## src/rtl/fma_sched_pkg.sv

```systemverilog
// Shared FP16 constants and the issue-tag layout for the FMA scheduler.
// Pure declarations: no latency, no flow control.
package fma_sched_pkg;
  localparam int WIDTH    = 16;
  localparam int EXP_BITS = 5;
  localparam int MAN_BITS = 10;
  localparam int BIAS     = 15;

  // Tag id width is sized for the default requester count.
  localparam int TAG_NUM_REQ = 4;
  localparam int ID_BITS     = $clog2(TAG_NUM_REQ);

  typedef struct packed {
    logic               valid;
    logic [ID_BITS-1:0] id;
  } tag_t;
endpackage

```

## src/rtl/fma_scheduler_rr_arbiter.sv

```systemverilog
// Round-robin grant: lowest requesting index at or after ptr, wrapping; zero latency.
// No backpressure of its own; en low suppresses every grant.
module rr_arbiter #(
  parameter int N = 4
) (
  input  logic                 en,
  input  logic [N-1:0]         req,
  input  logic [$clog2(N)-1:0] ptr,
  output logic [N-1:0]         gnt,
  output logic [$clog2(N)-1:0] idx,
  output logic                 hit
);
  always_comb begin
    gnt = '0;
    idx = '0;
    hit = 1'b0;
    for (int k = 0; k < N; k++) begin
      if (!hit && en && req[(int'(ptr) + k) % N]) begin
        hit = 1'b1;
        idx = ($clog2(N))'((int'(ptr) + k) % N);
      end
    end
    if (hit) gnt[idx] = 1'b1;
  end
endmodule

```

## src/rtl/fma_scheduler.sv

```systemverilog
// Shares one fixed-latency FP16 FMA among NUM_REQ requesters; response LATENCY+2 cycles after grant.
// Grants are combinational and gated by issue_en; responses have no backpressure.
module fma_scheduler
  import fma_sched_pkg::*;
#(
  parameter int NUM_REQ = 4,
  parameter int LATENCY = 4
) (
  input  logic                     clk,
  input  logic                     reset,
  input  logic                     issue_en,
  input  logic [NUM_REQ-1:0]       req_valid,
  output logic [NUM_REQ-1:0]       req_ready,
  input  logic [NUM_REQ*WIDTH-1:0] req_a,
  input  logic [NUM_REQ*WIDTH-1:0] req_b,
  input  logic [NUM_REQ*WIDTH-1:0] req_c,
  output logic [WIDTH-1:0]         fp16_a,
  output logic [WIDTH-1:0]         fp16_b,
  output logic [WIDTH-1:0]         fp16_c,
  output logic                     in_valid,
  input  logic [WIDTH-1:0]         fp16_d,
  input  logic                     out_valid,
  output logic [NUM_REQ-1:0]       rsp_valid,
  output logic [WIDTH-1:0]         rsp_data,
  output logic                     busy,
  output logic                     latency_err
);
  localparam int IW = $clog2(NUM_REQ);
  localparam int CW = $clog2(LATENCY + 1) + 1;

  logic [IW-1:0]      rr_ptr;
  logic [IW-1:0]      gnt_idx;
  logic [IW-1:0]      issue_id;
  logic               gnt_hit;
  logic [NUM_REQ-1:0] gnt;
  logic [CW-1:0]      outstanding;
  tag_t               tag_pipe [LATENCY];
  tag_t               head;

  rr_arbiter #(.N(NUM_REQ)) u_arb (
    .en  (issue_en && !reset),
    .req (req_valid),
    .ptr (rr_ptr),
    .gnt (gnt),
    .idx (gnt_idx),
    .hit (gnt_hit)
  );

  assign req_ready = gnt;
  assign head      = tag_pipe[LATENCY-1];
  assign busy      = (outstanding != '0) || in_valid;

  always_ff @(posedge clk) begin
    if (reset) begin
      rr_ptr      <= '0;
      issue_id    <= '0;
      in_valid    <= 1'b0;
      fp16_a      <= '0;
      fp16_b      <= '0;
      fp16_c      <= '0;
      rsp_valid   <= '0;
      rsp_data    <= '0;
      latency_err <= 1'b0;
      outstanding <= '0;
      for (int i = 0; i < LATENCY; i++) tag_pipe[i] <= '0;
    end else begin
      in_valid <= gnt_hit;
      if (gnt_hit) begin
        fp16_a   <= req_a[gnt_idx*WIDTH +: WIDTH];
        fp16_b   <= req_b[gnt_idx*WIDTH +: WIDTH];
        fp16_c   <= req_c[gnt_idx*WIDTH +: WIDTH];
        issue_id <= gnt_idx;
        rr_ptr   <= (gnt_idx == IW'(NUM_REQ - 1)) ? '0 : gnt_idx + 1'b1;
      end

      // The tag follows in_valid so its head arrival lines up with the FMA result.
      tag_pipe[0] <= '{valid: in_valid, id: ID_BITS'(issue_id)};
      for (int i = 1; i < LATENCY; i++) tag_pipe[i] <= tag_pipe[i-1];

      rsp_valid <= '0;
      if (head.valid && out_valid) begin
        rsp_valid <= NUM_REQ'(1) << head.id;
        rsp_data  <= fp16_d;
      end
      // Missing or unexpected result: tag or result is dropped, error latched.
      if (head.valid != out_valid) latency_err <= 1'b1;

      case ({in_valid, head.valid})
        2'b10:   outstanding <= outstanding + CW'(1);
        2'b01:   outstanding <= outstanding - CW'(1);
        default: outstanding <= outstanding;
      endcase
    end
  end
endmodule

```

## config.mk

```make
export PLATFORM = sky130hd
export DESIGN_NAME = fma_scheduler
export DESIGN_NICKNAME = d
export VERILOG_FILES = /design/src/rtl/fma_sched_pkg.sv /design/src/rtl/fma_scheduler_rr_arbiter.sv /design/src/rtl/fma_scheduler.sv
export SDC_FILE = /design/constraint.sdc
export NUM_CORES = 1
export LEC_CHECK = 0
export BUFFER_PORTS_ARGS = -buffer_cell sky130_fd_sc_hd__buf_2
export CAP_MARGIN = 20
export CORE_MARGIN = 2
export CORE_UTILIZATION = 38
export DETAILED_ROUTE_END_ITERATION = 10
export PLACE_DENSITY = 0.81
export SYNTH_ARGS = -nofsm -noshare
export SYNTH_HDL_FRONTEND = slang
export SYNTH_SLANG_ARGS = --single-unit
```

## constraint.sdc

```tcl
create_clock -name clk -period 5.4 [get_ports clk]
set_input_delay 0.54 -clock clk [delete_from_list [all_inputs] [get_ports clk]]
set_output_delay 0.54 -clock clk [all_outputs]
set_load 0.02 [all_outputs]
```

== Yosys cells after proc, flatten, opt, wreduce, memory -nomap -nowiden ==
Memories as Yosys holds them, arrays and structs flattened.
Index checks and enable logic that the tools add are counted.
Word-level totals
  memories kept: 1
  output and inout bits: 75
  memory bits (read-only): 0
  latch bits: 0
  logic and storage cells: 91
  memory bits (writable): 12
  register bits: 78
Operators by class
  shift operators: 4
  order comparisons: 6
  eq/ne operators: 4
  $add $sub $neg: 6
  div/mod/pow operators: 0
  bitwise logic cells: 8
  reductions and logical operators: 21
  multiply operators: 0
  muxes and demuxes: 31
Memory list
  tag_pipe: depth 4, width 3, read ports 4, clocked after memory_dff 0, wr ports 4, RTL line fma_scheduler.sv:37  | tag_t tag_pipe [LATENCY];
Operators with widths (number)
  indexed part select 64 x 7 -> 16 bit: 3
  two-way mux 1 bit: 15
  less-than comparator 3 x 4 -> 1 bit, second input constant: 3
  two-way mux 3 bit: 4
  logical AND 1 bit: 10
  two-way mux 2 bit: 5
  binary-select mux 1 bit (select 2 bit): 4
  one-hot mux 4 bit (2 select lines): 1
  OR reduction 2 bit: 4
  less-than comparator 2 x 3 -> 1 bit, second input constant: 2
  adder 2 x 1 -> 2 bit, second input constant: 2
  adder 2 bit, second input constant: 2
  adder 4 x 1 -> 4 bit, second input constant: 1
  equality test 2 bit, second input constant: 2
  zero test 1 bit: 4
  two-way mux 4 bit: 1
  bitwise OR 1 bit: 4
  nonzero test 4 bit: 1
  left shift 1 x 2 -> 4 bit, first input constant: 1
  subtractor 4 x 1 -> 4 bit, second input constant: 1
  AND 1 bit, first input constant: 3
  demux 1 bit (select 2 bit): 1
  equality test 2 x 1 -> 1 bit, second input constant: 1
  >= comparator 2 x 1 -> 1 bit, second input constant: 1
  4 further kinds: 4

== Depth between registers and ports, before layout ==
Gate-level depths: netlist of run 1.
  depth in word-level cells: 21
  mapped depth: 10
  mapped depth without buffers: 8

== Modules after synthesis ==
From an unflattened synthesis of run 1, not the netlist that was laid out.
Second synthesis, totals
  cells, all modules: 466
  area, all modules: 4959.8 um^2
Modules (own cells, without submodules)
  fma_scheduler: instances 1, area each 4548.1 um^2, cells each 411
  rr_arbiter: instances 1, area each 411.6 um^2, cells each 55

== Worst setup path before layout of run 1 ==
No wires, ideal clock.
  path kind: input to output
  start point: in reset
  end point: out req_ready[3]
  path slack: 2.891 ns
  arrival time: 1.969 ns
  stages on the path: 9
  buffers on the path: 3
  cells stage by stage: nand2b_1 -> a41o_1 -> a211o_1 -> buf_2 -> inv_2 -> buf_6 -> buf_2 -> ha_1 -> and2_1
Between the ends
  longest elaborated chain between the ends: 21
  elaborated cells on any way between the ends: 26
  those cells by class: order compare (2); mux (11); reduce/logical (13)
RTL lines
  start: declaration: RTL line fma_scheduler.sv:10  | input logic reset,
  zero test 1 bit (*): RTL line fma_scheduler.sv:41  | .en (issue_en && !reset),
  logical AND 1 bit (*): RTL line fma_scheduler.sv:41
  logical AND 1 bit: RTL line fma_scheduler_rr_arbiter.sv:18  | if (!hit && en && req[(int'(ptr) + k) % N]) begin
  two-way mux 1 bit: RTL line fma_scheduler_rr_arbiter.sv:18
  zero test 1 bit: RTL line fma_scheduler_rr_arbiter.sv:18
  logical AND 1 bit (2 in series): RTL line fma_scheduler_rr_arbiter.sv:18
  two-way mux 1 bit: RTL line fma_scheduler_rr_arbiter.sv:18
  zero test 1 bit: RTL line fma_scheduler_rr_arbiter.sv:18
  (+3 left out)
  zero test 1 bit: RTL line fma_scheduler_rr_arbiter.sv:18
  logical AND 1 bit (2 in series): RTL line fma_scheduler_rr_arbiter.sv:18
  two-way mux 2 bit: RTL line fma_scheduler_rr_arbiter.sv:18
  less-than comparator 2 x 3 -> 1 bit (implied by the code) or >= comparator 2 x 1 -> 1 bit (tied branches): RTL line fma_scheduler_rr_arbiter.sv:23  | if (hit) gnt[idx] = 1'b1;
  logical AND 1 bit (implied by the code): RTL line fma_scheduler_rr_arbiter.sv:23
  two-way mux 1 bit (implied by the code): RTL line fma_scheduler_rr_arbiter.sv:23
  demux 1 bit (select 2 bit)
  two-way mux 4 bit (*): RTL line fma_scheduler_rr_arbiter.sv:23
  end: declaration: RTL line fma_scheduler.sv:13  | output logic [NUM_REQ-1:0] req_ready,
Mark *: on every way between the ends. The rest lies on a longest branch, timed or not.

== Worst setup path in the final report of run 1 ==
  start point: reg rr_ptr[1]
  end point: out req_ready[3]
Between the ends
  longest elaborated chain between the ends: 21
  elaborated cells on any way between the ends: 38
  those cells by class: add/sub (3); order compare (2); mux (22); reduce/logical (11)
RTL lines
  start: declaration: RTL line fma_scheduler.sv:31  | logic [IW-1:0] rr_ptr;
  start signal: assignment: RTL line fma_scheduler.sv:73  | rr_ptr <= (gnt_idx == IW'(NUM_REQ - 1)) ? '0 : gnt_idx + 1'b1;
  parallel branches: the longest is 20 deep, another holds adder 2 x 1 -> 2 bit
  two-way mux 4 bit (*): RTL line fma_scheduler_rr_arbiter.sv:23
Every way passes the cells marked *. The select of a mux whose other input is x is not followed.

==> results of run 1 <==
[logic make-up after synthesis]
logic type	count (synthesis)	share of synthesized area (%)
flip-flops	90	36.83
buffers and inverters	65	6.036
AND/OR/NAND/NOR	346	32.76
AO/OA/AOI/OAI	116	18.87
adder cells (fa/ha/maj)	6	1.688
XOR/XNOR	3	0.5372
multiplexers	16	3.274
[flip-flops by register name (all words and copies together) (netlist names)]
name and flops:
tag_pipe 12, latency_err 1, in_valid 1, rr_ptr 2, fp16_c 16, rsp_valid 4, rsp_data 16, fp16_a 16
fp16_b 16, outstanding 4, issue_id 2
[final timing paths]
check	end
setup / recovery	req_ready[3]
hold / removal	tag_pipe[0][3]
setup reg to reg	fp16_a[6]
hold reg to reg	tag_pipe[0][3]
[metrics by stage]
step / setup slack (ns) / util (%) / power [W] / hold slack [ns]
4_1_cts: 1.636 / 52.96 / 0.001802 / 0.4243
3_3_place_gp: 1.905 / 50.57 / 0.001148 / 0.4186
3_5_place_dp: 1.872 / 50.57 / 0.001153 / 0.4227
5_1_grt: 1.419 / 52.96 / 0.001882 / 0.4224
2_1_floorplan: 2.891 / - / 0.0009894 / 0.4138
6_report: 1.663 / 52.96 / 0.001789 / 0.4331
[cells in the mapped netlist (3+ instances only)]
cell type	number	area [um2]
o32ai_1	48	420.4
nand2b_1	52	325.3
ha_1	5	62.56
clkbuf_1	34	127.6
nor3_1	98	490.5
buf_2	11	55.05
nand2_1	53	198.9
buf_6	5	56.30
dfxtp_1	90	1802
a21oi_1	7	35.03
nor2_1	123	461.7
o211ai_1	48	360.4
a21o_1	3	22.52
inv_1	10	37.54
nor2b_1	14	87.58
buf_1	4	15.01
mux2i_1	16	160.2
[report_power, final]
| group | switching [W] | total (W) | internal (W) |
|---|---|---|---|
| clock | 0.000274 | 0.000649 | 0.000374 |
| combinational | 0.000233 | 0.000405 | 0.000173 |
| sequential | 0.0000247 | 0.000735 | 0.000710 |
[per-layer routing]
layer	vias up	wire, um	GRT usage, %
met5	-	0	0
met4	0	448	8.810
met3	43	1307	5.572
met2	268	7795	38.38
met1	2558	6860	28.61
li1	2796	-	-
[layout make-up]
type / instances / area [um2]
clock inverter: 5 / 60.06
sequential: 90 / 1802
inverter: 11 / 42.54
multi-input combinational: 487 / 2825
fill: 1267 / 5936
timing repair buffer: 296 / 1496
tap: 172 / 215.2
clock buffer: 11 / 242.7
[worst register-to-register path, stage by stage (launching register included)]
cell      delay (ns)
dfxtp_1         0.38
nand2b_1        0.19
a211oi_1        0.31
a211o_4         0.43
clkinv_2        0.75
buf_4           0.56
nor3_1          0.28
o32ai_1         0.11
[cells in the final DEF, fill, tap and decap left out, drive strengths merged, types with 2 or more instances in the layout]
master / Yosys / layout
a211o: 2 / 2
a211oi: 2 / 2
a21o: 3 / 3
a21oi: 7 / 7
buf: 20 / 296
clkbuf: 34 / 11
clkinv: 0 / 2
dfxtp: 90 / 90
ha: 5 / 5
inv: 11 / 12
mux2i: 16 / 16
nand2: 53 / 53
nand2b: 52 / 52
nor2: 123 / 123
nor2b: 14 / 14
nor3: 98 / 98
nor4: 2 / 2
o211ai: 48 / 48
o32ai: 48 / 48
xor2: 2 / 2
==> flow_summary.json, run 1 <==
{
  "status": "finished, final reports clean",
  "ys_warn_count": 0,
  "root_buffer": "clkbuf_16",
  "rrSetupSlack_ns": 2.23,
  "grt_overflow_total": 0,
  "tightest_slew_ns": 0.9950,
  "vdd_drop_max_uv": 129.9,
  "postSynth.asyncResetShare_pct": 0,
  "slew_headroom_pct": 33.67,
  "synth_edf_count": 0,
  "ctsResizeCount": 0,
  "maxCapViolCount": 0,
  "antenna_cells": 0,
  "reg2reg_depth": 7,
  "startpoint_type": "flip-flop",
  "grt_pass1_vias": 5389,
  "path_class": "flip-flop to output port",
  "vias": 5665,
  "dp.cells": 1056,
  "min_path_cells": 1,
  "first_iter_violations": 364,
  "die_x_um": 117.5,
  "syn_to_final_growth_pct": 36.62,
  "r2r_start": "rr_ptr[1]",
  "fin_worst_skew_ns": 0.008157,
  "ant_nets": 0,
  "ys_seq_area_share_pct": 36.83,
  "start_util_pct": 38.77,
  "required_ns": 4.86,
  "power_density_mw_per_mm2": 267.6,
  "htree_levels": 3,
  "critPathBufInv": 2,
  "ys_types": 34,
  "grt_pass1_wl_um": 26190,
  "postPlaceCellArea_mm2": 0.006381,
  "slowest_stage": "clkinv_2",
  "fin_cells": 1072,
  "fin_area_mm2": 0.006684,
  "insertion_delay_ns": 0.34,
  "fin_crit_ns": 3.737,
  "synth_flop_cell": "dfxtp_1",
  "path_depth": 7,
  "finalHoldViolations": 0,
  "min_path_type": "flip-flop to flip-flop",
  "synth_fp_nets": 864,
  "antenna_found_initial": 0,
  "clk_path_buf_depth": 2,
  "gp_congestion": 0.8659,
  "worstSetupStartpoint": "rr_ptr[1]",
  "arrival_ns": 3.20,
  "holdBufCountCts": 0,
  "drive_above_1_share_pct": 35.11,
  "leakagePower_nw": 3.240,
  "finalSetupViolCount": 0,
  "path_clk_slew_ns": 0.07,
  "tritoncts": "built",
  "grt_use_total_pct": 22.96,
  "drc_errors": 0,
  "ys_ff_latch": 90,
  "cts_setup_buffers": 0,
  "core_mm2": 0.01262,
  "drt_wl_total_um": 16410,
  "cts_sinks": 90,
  "rows": 41,
  "cpPeakStageDelay_ns": 0.73,
  "clock.fmax_ghz": 0.2676,
  "nNetsFinal": 1117,
  "rsz0062_at_grt": "false",
  "syn_area_mm2": 0.004892,
  "syn_inst": 642,
  "pin_count": 291,
  "hold_path_startpoint": "tag_pipe[0][0]",
  "hpwl_um": 11590,
  "post-route-period-util_pct": 69.20,
  "first_pass_iters": 5,
  "syn_avg_cell_area_um2": 7.620,
  "cp_max_fo": 58,
  "drv_slew": 0,
  "crit_chain": "nand2b_1 > a211oi_1 > a211o_4 > clkinv_2 > ha_1 > and2_1 > buf_2",
  "numCtsBuffers": 9,
  "wire_per_inst_um": 15.31,
  "grt_start_max_net_pins": 98,
  "end_kind": "output port",
  "cp_top_family": "buffers and inverters",
  "vias_per_cell": 5.285,
  "io_buffers": 290,
  "die_y_um": 117.5,
  "tns_ns": 0,
  "die-area_mm2": 0.01380
}
No activity file was read; power rests on OpenSTA's default activity.
==> inputs of run 2 (changes only) <==
PLACE_DENSITY = 0.83   (was 0.81)
clock period = 3 ns   (was 5.4 ns; I/O delays follow)
==> flow_summary.json, run 2 (same netlist as run 1, synthesis figures left out) <==
{
  "grt_use_met1_pct": 27.20,
  "multi_input_area_mm2": 0.002825,
  "clock.fmax_ghz": 0.4045,
  "grt_pass1_wl_um": 26410,
  "grt_pass1_vias": 5537,
  "final-seq-area_mm2": 0.001802,
  "grt_overflow_total": 0,
  "arrival_ns": 2.17,
  "path_clk_slew_ns": 0.06,
  "io_buffers": 290,
  "cts_setup_buffers": 0,
  "wire_per_inst_um": 15.14,
  "tritoncts": "built",
  "crit_chain": "nand2b_1 > a211oi_1 > a211o_4 > clkinv_2 > buf_4 > nor3_1 > buf_2",
  "grt_start_max_net_pins": 85,
  "tightest_slew_ns": 0.9528,
  "root_buffer": "clkbuf_16",
  "start_util_pct": 38.77,
  "pin_count": 291,
  "setup_ws_ns": 0.5280,
  "leakagePower_nw": 3.278,
  "maxCapViolCount": 0,
  "first_iter_violations": 393,
  "ctsResizeCount": 0,
  "holdBufCountCts": 0,
  "slowest_stage": "dfxtp_1",
  "cp_max_fo": 17,
  "core_mm2": 0.01262,
  "tns_ns": 0,
  "vias_per_cell": 5.322,
  "clk_path_buf_depth": 2,
  "rsz0062_at_grt": "false",
  "cpPeakStageDelay_ns": 0.39,
  "vias": 5732,
  "nNetsFinal": 1122,
  "drc_errors": 0,
  "status": "finished, final reports clean",
  "first_pass_iters": 5,
  "gp_congestion": 0.8933,
  "htree_levels": 3,
  "required_ns": 2.70,
  "finalHoldViolations": 0,
  "drive_above_1_share_pct": 35.36,
  "antenna_cells": 0,
  "fin_worst_skew_ns": 0.01053,
  "antenna_found_initial": 1,
  "slew_headroom_pct": 36.48,
  "numCtsBuffers": 9,
  "grt-busiest-layer": "met2",
  "nFillCells": 1215,
  "path_class": "flip-flop to output port",
  "power_density_mw_per_mm2": 482.9,
  "rows": 41,
  "vdd_drop_max_uv": 205.6,
  "finalSetupViolCount": 0,
  "die_x_um": 117.5,
  "cts_sinks": 90,
  "fin_crit_ns": 2.472,
  "critPathBufInv": 3,
  "pre_cts_slack_ns": 0.7731,
  "grt_use_met2_pct": 39.62,
  "end_kind": "output port",
  "die_y_um": 117.5,
  "drv_slew": 0,
  "grtUsageMet3_pct": 6.589,
  "syn_to_final_growth_pct": 38.08,
  "min_path_type": "input pin to flip-flop",
  "final_cell_mix": "buf_2 (290), nor2_1 (123), nor3_1 (98), dfxtp_1 (90), nand2_1 (53)",
  "startpoint_type": "flip-flop",
  "die-area_mm2": 0.01380,
  "ant_nets": 0,
  "cp_top_family": "buffers and inverters",
  "final_common_cell": "buf_2",
  "insertion_delay_ns": 0.34,
  "post-route-period-util_pct": 82.40,
  "hpwl_um": 11920,
  "grt_use_total_pct": 23.08,
  "drt_wl_total_um": 16300
}
run 2: layer usage:
metal | wire [um] | part of all wire (%)
met1 | 6598 | 40
met2 | 7872 | 48
met3 | 1401 | 8.6
met4 | 416 | 2.6
met5 | 13 | 0.080
run 2: final timing paths:
| path | endpoint | cells past startpoint | from | slack (ns) |
|---|---|---|---|---|
| min reg2reg | tag_pipe[0][6] | 1 | tag_pipe[0][3] | 0.44 |
| min | rsp_data[7] | 3 | fp16_d[7] | 0.20 |
| max reg2reg | fp16_c[4] | 6 | rr_ptr[1] | 0.84 |
| max | req_ready[2] | 7 | rr_ptr[1] | 0.53 |
run 2: report_power, final:
group / switching (W) / internal (W)
combinational: 0.000422 / 0.000319
sequential: 0.0000423 / 0.00128
clock: 0.000471 / 0.000729
total: 0.000936 / 0.00233
run 2: final cells by class:
class | count | share of cell area [%]
Clock buffer | 11 | 3.445
Timing Repair Buffer | 301 | 23.08
Sequential cell | 90 | 26.67
Inverter | 11 | 0.6297
Clock inverter | 5 | 1.167
Tap cell | 172 | 3.186
Multi-Input combinational cell | 487 | 41.82
run 2: worst reg2reg max path, delay by kind of cell, from the launching register on:
kind | cells | cell delay [ns]
compound gates | 5 | 1.04
buf+inv | 1 | 0.55
flops | 1 | 0.48
run 2: stage by stage:
stage	instance area, um2	utilization (%)	instances	hold slack (ns)	total power (W)
3_5_place_dp	6444	51.06	1061	0.4287	0.002082
2_1_floorplan	4892	-	642	0.4138	0.001781
3_3_place_gp	6444	51.06	1061	0.4150	0.002072
5_1_grt	6755	53.53	1077	0.1901	0.003423
6_report	6755	53.53	1077	0.2025	0.003262
4_1_cts	6755	53.53	1077	0.1900	0.003292
==> inputs of run 3 (changes only) <==
ABC_AREA = 1   (was not set)
PLACE_DENSITY = 0.76   (was 0.83)
clock period = 2.5 ns   (was 3 ns; I/O delays follow)
==> flow_summary.json, run 3 <==
{
  "ys_warn_count": 0,
  "grt_overflow_total": 0,
  "numCtsBuffers": 9,
  "reg2reg_depth": 15,
  "power_density_mw_per_mm2": 1257,
  "synthTopCellsByCount": "nand3_1 (286), inv_1 (218), nand2_1 (181), dfxtp_1 (90), o21ai_0 (69)",
  "drive_above_1_share_pct": 30.17,
  "gp_congestion": 0.9002,
  "crit_chain": "buf_6 > nand2_2 > nand2_2 > nand2_2 > nand2_4 > nand4_4 > nor2_4 > buf_4 > nor2_2 > inv_2 > nand2_1 > nor2_1 > buf_4",
  "finalHoldViolations": 0,
  "finalSetupViolCount": 0,
  "tightest_slew_ns": 0.6865,
  "final_common_cell": "buf_2",
  "die-area_mm2": 0.01738,
  "first_pass_iters": 5,
  "fin_crit_ns": 2.455,
  "yosysMostFrequentCell": "nand3_1",
  "rsz0062_at_grt": "true",
  "drt_wl_total_um": 21100,
  "core_mm2": 0.01594,
  "synth_flop_cell": "dfxtp_1",
  "drv_slew": 0,
  "die_x_um": 131.8,
  "postSynth.asyncResetShare_pct": 0,
  "cp_max_fo": 7,
  "clock.fmax_ghz": 0.4073,
  "critPathBufInv": 4,
  "fin_worst_skew_ns": 0.003908,
  "root_buffer": "clkbuf_16",
  "hold_slack_ns": 0.1214,
  "status": "finished, final reports clean",
  "path_depth": 13,
  "maxCapViolCount": 0,
  "tritoncts": "built",
  "grt_pass1_vias": 6730,
  "tns_ns": 0,
  "crit_top_cell": "nand2_2",
  "ys_seq_area_share_pct": 29.02,
  "vias_per_cell": 4.827,
  "drc_errors": 0,
  "start_util_pct": 38.94,
  "grt_pass1_wl_um": 33410,
  "end_kind": "output port",
  "path_clk_slew_ns": 0.07,
  "syn_avg_cell_area_um2": 6.016,
  "vdd_drop_max_uv": 705.1,
  "required_ns": 2.25,
  "cp_top_family": "simple AND/OR/NAND/NOR gates",
  "startpoint_type": "flip-flop",
  "path_class": "flip-flop to output port",
  "arrival_ns": 2.21,
  "p_total_w": 0.01049,
  "antenna_found_initial": 2,
  "grt_use_total_pct": 23.76,
  "min_path_type": "input pin to flip-flop",
  "wire_per_inst_um": 13.84,
  "hpwl_um": 15150,
  "synth_top_cell_by_area": "dfxtp_1",
  "dp.cells": 1492,
  "syn_area_mm2": 0.006208,
  "synth_fp_nets": 1254,
  "final_cell_mix": "buf_2 (287), nand3_1 (286), inv_1 (218), nand2_1 (174), dfxtp_1 (88)",
  "nNetsFinal": 1523,
  "slew_headroom_pct": 54.23,
  "clk_path_buf_depth": 2,
  "first_iter_violations": 361,
  "synth_edf_count": 0,
  "post-route-period-util_pct": 98.20,
  "io_buffers": 290,
  "syn_to_final_growth_pct": 34.42,
  "htree_levels": 3,
  "vias": 7357,
  "yosysTopAreaCellShare_pct": 29.02,
  "grt_start_max_net_pins": 74,
  "holdBufCountCts": 0,
  "cpPeakStageDelay_ns": 0.41,
  "die_y_um": 131.8,
  "rrSetupSlack_ns": 0.19,
  "ys_types": 36,
  "cts_sinks": 90,
  "synth.area.top_cells": "dfxtp_1 (29%), nand3_1 (23%), inv_1 (13%)",
  "min_path_cells": 3,
  "insertion_delay_ns": 0.35,
  "slowest_stage": "dfxtp_4",
  "ys_ff_latch": 90,
  "syn_inst": 1032,
  "ant_nets": 0,
  "leakagePower_nw": 5.174,
  "pin_count": 291,
  "rows": 46,
  "fin_cells": 1524
}
==> run 3: cell count changes after synthesis, sizes merged, moves of 51 or more <==
| cell | change |
|---|---|
| nor2 | -64 |
| nand3 | +298 |
| o21ai | +70 |
| inv | +214 |
| nand2 | +138 |
| nor3 | -97 |
| nand2b | -51 |
==> run 3: path summary, 6_finish.rpt <==
check                  from        endpoint
max               rr_ptr[0]    req_ready[0]
min reg2reg  tag_pipe[0][4]  tag_pipe[0][7]
max reg2reg       rr_ptr[0]       fp16_b[2]
min               fp16_d[7]     rsp_data[7]
==> run 3: routing by layer <==
metal | up-vias | GRT usage, % | share of wire, %
met1 | 3252 | 28.24 | 41
li1 | 3756 | - | -
met5 | - | 0 | 0
met4 | 0 | 9.239 | 3.2
met3 | 40 | 5.037 | 7.0
met2 | 309 | 41.88 | 49
==> run 3: kinds of logic after synthesis <==
kind of cell,Yosys count,share of synthesized area [%]
AO/OA/AOI/OAI,79,6.772
AND/OR/NAND/NOR,554,41.70
adder cells (fa/ha/maj),6,1.330
XOR/XNOR,3,0.4233
buffers and inverters,300,20.76
flip-flops,90,29.02
==> run 3: layout make-up <==
type	count	area (um2)
fill	1623	7597
sequential	90	1809
antenna	2	5.005
tap	216	270.3
timing repair buffer	331	1882
clock inverter	7	83.83
inverter	226	860.8
clock buffer	9	225.2
multi-input combinational	643	3209
==> run 3: repair_timing <==
| item | CTS | global route |
|---|---|---|
| gates cloned | 1 | 0 |
| pin swaps | 3 | 9 |
| gates resized for setup | 14 | 16 |
| setup buffers | 6 | 8 |
| setup endpoints to repair | 4 | 8 |
==> run 3: worst min-delay path, stage by stage <==
cell    delay (ns)
buf_2         0.07
nor2_1        0.03
nor2_1        0.08
==> run 3: report_power, final <==
group	switching, W	internal, W
combinational	0.00445	0.00245
clock	0.000681	0.000717
sequential	0.000263	0.00193
==> run 3: stage by stage <==
step | area [um2] | worst slack, ns | utilization [%]
CTS | 8238 | 0.005509 | 51.67
floorplan | 6208 | 0.4890 | -
detailed placement | 7825 | 0.1363 | 49.08
global route | 8346 | -0.07282 | 52.35
finish | 8346 | 0.04490 | 52.35
global placement | 7825 | 0.2329 | 49.08
